**config.mk**
```make
export PLATFORM = sky130hd
export DESIGN_NAME = pipe_hazard_ctrl
export DESIGN_NICKNAME = d
export VERILOG_FILES = /design/src/rtl/pipe_pkg.sv /design/src/rtl/sat_counter.sv /design/src/rtl/pipe_hazard_ctrl.sv
export SDC_FILE = /design/constraint.sdc
export NUM_CORES = 1
export LEC_CHECK = 0
export CAP_MARGIN = 20
export CORE_MARGIN = 2
export CORE_UTILIZATION = 46
export DETAILED_ROUTE_END_ITERATION = 10
export PLACE_DENSITY_LB_ADDON = 0.08
export SYNTH_ARGS = -nofsm -noshare
export SYNTH_HDL_FRONTEND = slang
export SYNTH_SLANG_ARGS = --single-unit
```
**constraint.sdc**
```tcl
create_clock -name clk -period 1.85 [get_ports clk]
set_clock_uncertainty 0.1 [all_clocks]
set_input_delay 0.185 -clock clk [delete_from_list [all_inputs] [get_ports clk]]
set_output_delay 0.185 -clock clk [all_outputs]
set_load 0.01 [all_outputs]
```
**src/rtl/pipe_pkg.sv**
```systemverilog
// Shared types for the pipeline hazard controller:
// scoreboard slot layout, forwarding selects and match helpers.
package pipe_pkg;

   localparam int MAX_AW = 8;

   localparam logic [1:0] FWD_REG = 2'b00;
   localparam logic [1:0] FWD_MEM = 2'b01;
   localparam logic [1:0] FWD_WB  = 2'b10;

   typedef struct packed {
      logic              valid;
      logic [MAX_AW-1:0] rd;
      logic              regwrite;
      logic              memread;
      logic [MAX_AW-1:0] rs1;
      logic [MAX_AW-1:0] rs2;
      logic              use_rs1;
      logic              use_rs2;
   } slot_t;

   // A producer slot feeds a consumer source; x0 never counts.
   function automatic logic src_hit(
      slot_t             s,
      logic [MAX_AW-1:0] rs,
      logic              use_rs
   );
      return s.valid && s.regwrite && (s.rd != '0)
          && use_rs && (s.rd == rs);
   endfunction

   function automatic logic [1:0] fwd_sel(
      slot_t             mem,
      slot_t             wb,
      logic [MAX_AW-1:0] rs,
      logic              use_rs
   );
      if (src_hit(mem, rs, use_rs))
         return FWD_MEM;
      else if (src_hit(wb, rs, use_rs))
         return FWD_WB;
      return FWD_REG;
   endfunction

endpackage

```
**src/rtl/sat_counter.sv**
```systemverilog
// Up counter that sticks at all-ones instead of wrapping.
// Asynchronous active-low reset.
module sat_counter #(
   parameter int W = 16
) (
   input  logic         clk,
   input  logic         rst,
   input  logic         inc,
   output logic [W-1:0] q
);

   always_ff @(posedge clk or negedge rst) begin
      if (!rst)
         q <= '0;
      else if (inc && (q != '1))
         q <= q + W'(1);
   end

endmodule

```
**src/rtl/pipe_hazard_ctrl.sv**
```systemverilog
// Hazard, forwarding and flush steering for the 5-stage pipe.
// Keeps a shadow copy of the EX, MEM and WB instructions.
module pipe_hazard_ctrl
   import pipe_pkg::*;
#(
   parameter int REG_AW   = 5,
   parameter bit FWD_EN   = 1'b1,
   parameter int BR_STAGE = 3,
   parameter int CNT_W    = 16
) (
   input  logic              clk,
   input  logic              rst,
   input  logic              id_valid,
   input  logic [REG_AW-1:0] id_rs1,
   input  logic [REG_AW-1:0] id_rs2,
   input  logic              id_use_rs1,
   input  logic              id_use_rs2,
   input  logic [REG_AW-1:0] id_rd,
   input  logic              id_regwrite,
   input  logic              id_memread,
   input  logic              branch_taken,
   output logic              pc_en,
   output logic              ifid_en,
   output logic              flush_ifid,
   output logic              flush_idex,
   output logic              flush_exmem,
   output logic [1:0]        fwd_a,
   output logic [1:0]        fwd_b,
   output logic              id_fwd_a,
   output logic              id_fwd_b,
   output logic              stall,
   output logic [CNT_W-1:0]  stall_cnt,
   output logic [CNT_W-1:0]  flush_cnt
);

   slot_t id_s;
   slot_t ex_q;
   slot_t mem_q;
   slot_t wb_q;

   logic ex_hit;
   logic mem_hit;
   logic wb_hit;
   logic hazard;

   always_comb begin
      id_s                     = '0;
      id_s.valid               = id_valid;
      id_s.rd[REG_AW-1:0]      = id_rd;
      id_s.regwrite            = id_regwrite;
      id_s.memread             = id_memread;
      id_s.rs1[REG_AW-1:0]     = id_rs1;
      id_s.rs2[REG_AW-1:0]     = id_rs2;
      id_s.use_rs1             = id_use_rs1;
      id_s.use_rs2             = id_use_rs2;
   end

   assign ex_hit  = src_hit(ex_q, id_s.rs1, id_use_rs1)
                  | src_hit(ex_q, id_s.rs2, id_use_rs2);
   assign mem_hit = src_hit(mem_q, id_s.rs1, id_use_rs1)
                  | src_hit(mem_q, id_s.rs2, id_use_rs2);
   assign wb_hit  = src_hit(wb_q, id_s.rs1, id_use_rs1)
                  | src_hit(wb_q, id_s.rs2, id_use_rs2);

   // With bypassing only a load in EX is too late to forward.
   assign hazard = FWD_EN ? (ex_hit & ex_q.memread)
                          : (ex_hit | mem_hit | wb_hit);

   assign stall       = id_valid & hazard & ~branch_taken;
   assign pc_en       = ~stall;
   assign ifid_en     = ~stall;
   assign flush_ifid  = branch_taken;
   assign flush_idex  = stall | branch_taken;
   assign flush_exmem = branch_taken & (BR_STAGE == 3);

   assign fwd_a = FWD_EN
      ? fwd_sel(mem_q, wb_q, ex_q.rs1, ex_q.valid & ex_q.use_rs1)
      : FWD_REG;
   assign fwd_b = FWD_EN
      ? fwd_sel(mem_q, wb_q, ex_q.rs2, ex_q.valid & ex_q.use_rs2)
      : FWD_REG;

   assign id_fwd_a = FWD_EN & src_hit(wb_q, id_s.rs1, id_use_rs1);
   assign id_fwd_b = FWD_EN & src_hit(wb_q, id_s.rs2, id_use_rs2);

   always_ff @(posedge clk or negedge rst) begin
      if (!rst) begin
         ex_q  <= '0;
         mem_q <= '0;
         wb_q  <= '0;
      end else begin
         wb_q <= mem_q;
         if (flush_exmem)
            mem_q <= '0;
         else
            mem_q <= ex_q;
         if (flush_idex)
            ex_q <= '0;
         else
            ex_q <= id_s;
      end
   end

   // Source fields of the older slots are only carried along.
   logic unused_slot;
   assign unused_slot = ^{mem_q.memread, mem_q.rs1, mem_q.rs2,
                          mem_q.use_rs1, mem_q.use_rs2,
                          wb_q.memread, wb_q.rs1, wb_q.rs2,
                          wb_q.use_rs1, wb_q.use_rs2};

   sat_counter #(
      .W (CNT_W)
   ) u_stall_cnt (
      .clk (clk),
      .rst (rst),
      .inc (stall),
      .q   (stall_cnt)
   );

   sat_counter #(
      .W (CNT_W)
   ) u_flush_cnt (
      .clk (clk),
      .rst (rst),
      .inc (branch_taken),
      .q   (flush_cnt)
   );

endmodule

```
==> reports/metrics.yaml <==
status: "finished, violations left"
failed_checks: "negative setup slack"
synth.top_cell.area_share_pct: 51.2
clock_sinks: 66
coreArea_um2: 6790
finalSetupViolCount: 20
avgSynthCellArea_um2: 10.9
critPathLaunchType: "flop"
via_per_inst: 5.01
rsz0062_at_grt: "yes"
yosys-top-cells-area: "dfrtp_1, xnor2_1, nand4_1"
yosys_warnings: 0
cts_buffer_depth: 2
hold-worst-slack_ns: 0.252
via_count: 2665
place.gp.congestion: 0.788
root_buffer: "clkbuf_8"
period_needed_ns: 2.25
h-tree-depth: 3
finalNetCount: 456
wl_met2_mm: 4.03
min_path_type: "primary input to asynchronous set/reset pin"
diodes: 0
tritoncts: "yes"
ir_worst_vdd_mv: 0.590
drive_gt1_share_pct: 30.3
syn_area_um2: 3230
place_area_um2: 4370
fin_ws_ns: -0.397
initial_core_util_pct: 47.5
cap_viol_max_count: 0
grt_util_all_layers_pct: 21.3
final_common_cell: "dfrtp_1"
drc_errors: 0
crit_path_end_kind: "primary output"
routed_wl_mm: 8.19
top_layer: "met4"
grt_max_degree: 67
die-area_um2: 7700
ys_ff_latch: 66
finalInstanceArea_um2: 4970
power_density_nw_per_um2: 723
slew_headroom_pct: 72.1
wl_met1_mm: 3.56
seq_area_frac_synth_pct: 51.2
crit_type: "flop to primary output"
power_leakage_uw: 0.00217
drt_iter0_markers: 184
finalSetupTns_ns: -3.24
ant_nets: 0
wl_met3_um: 436
final_max_slew_viol_count: 0
path_clk_slew_ns: 0.08
grt_pass1_vias: 2671
die_w_um: 87.8
grt_overflow: 0
timing.final.crit_share_pct: 121
synth.distinct_cells: 38
syn_nets: 320
path_max_fanout: 2
post-route-util_pct: 73.1
hold_violations: 0
critPathArrivalTime_ns: 1.96
tightest_slew_ns: 0.417
synthCells: 295
rows: 30
hpwl_mm: 5.52
fp.dieH_um: 87.8
ios: 67
max_freq_mhz: 445
most-common-layout-cells: "dfrtp_1, clkdlybuf4s50_1, buf_4"
synth_area_leader_cell: "dfrtp_1"
numCtsBuffers: 9
cp.required_ns: 1.56
routedWlPerCell_um: 15.4
port_buffers: 66
area_growth_syn_to_layout_pct: 54.0
antenna_found_initial: 0
grt_pass1_wl_mm: 12.6
first_pass_iters: 5
clk_latency_ns: 0.35
logic make-up (layout without fill, tap and decap cells):
family,count (synthesis),in the layout,share of synthesized area (%)
and+or+nand+nor,125,125,22.3
xor gates and xnor gates,66,66,17.9
DFF,66,66,51.2
buffers and inverters,19,160,2.91
AOI/OAI and AO/OA,12,12,3.18
muxes,5,5,1.71
adders and majority gates,2,2,0.775
state kept, by name (all words and copies together), names as in the netlist:
register,count
ex_q,20
u_flush_cnt.q,16
u_stall_cnt.q,16
mem_q,7
wb_q,7
where the power goes:
part	total, uW	internal, uW	leakage (uW)	switching [uW]
Clock	1200	619	0.0000990	578
Combinational	745	431	0.00119	314
Sequential	1650	1550	0.000876	102
Total	3590	2600	0.00217	994
through the flow:
stage | power [uW] | setup WS [ns] | instances
5_1_grt | 3780 | -0.519 | 532
2_1_floorplan | 1970 | 0.00616 | 295
6_report | 3590 | -0.397 | 532
3_5_place_dp | 2370 | -0.481 | 500
4_1_cts | 3590 | -0.407 | 528
3_3_place_gp | 2360 | -0.458 | 500
cell type report:
class | count | area, um^2
sequential | 66 | 1650
clock buffer | 9 | 124
fill | 501 | 1820
clock inverter | 7 | 70.1
inverter | 5 | 18.8
tap | 96 | 120
multi-input combinational | 210 | 1670
timing repair buffer | 139 | 1310
cells in the mapped netlist:
master / instances
a31o_2: 1
nand3_2: 1
and3_1: 3
a31oi_1: 1
a21oi_1: 3
buf_6: 1
and2_1: 22
mux2_1: 1
nand4_1: 23
and4_1: 3
nor4_1: 2
o21ai_0: 2
nand4b_1: 2
clkbuf_1: 8
and4_4: 1
nor3b_4: 1
xor2_1: 12
a21boi_4: 1
nor3b_1: 2
buf_4: 4
or4_1: 2
nand3_1: 16
o211ai_1: 2
inv_1: 5
a21oi_4: 1
nand2_1: 15
xnor2_1: 54
o22ai_2: 1
nor2_1: 14
or3_1: 1
and4b_1: 1
buf_1: 1
mux2_2: 3
dfrtp_1: 66
nor3_1: 9
mux2i_1: 1
nor2b_1: 7
ha_1: 2
final timing paths:
check / startpoint / to / slack (ns) / cells after the start
min in group clk: id_rd[3] / ex_q[23] / 0.29 / 2
worst min-delay path: rst / u_stall_cnt.q[0] / 0.25 / 3
worst max register to register: ex_q[24] / u_stall_cnt.q[15] / -0.15 / 8
worst max-delay path: mem_q[21] / fwd_b[1] / -0.40 / 6
max in group asynchronous: rst / wb_q[22] / 1.07 / 3
worst min register to register: mem_q[28] / wb_q[28] / 0.29 / 0
worst max-delay path, stage by stage (launching register included):
cell and delay (ns):
dfrtp_1 0.37, or4_1 0.53, o211ai_1 0.18, buf_4 0.17, nor4_4 0.04, nor3_2 0.19, buf_2 0.16
timing repair:
item,4_1_cts,5_1_grt
cloned,0,2
endpoints found under the setup margin,19,45
gates resized for setup,64,37
hold buffers,1,0
hold endpoints to repair,66,0
pin swaps,17,22
setup buffers,11,7
metal layers:
| layer | vias up | track usage [%] |
|---|---|---|
| li1 | 1277 | - |
| met1 | 1309 | 28.5 |
| met2 | 64 | 32.7 |
| met3 | 15 | 6.22 |
| met4 | 0 | 8.39 |
| met5 | - | 0 |
No activity file was read; power rests on OpenSTA's default activity.
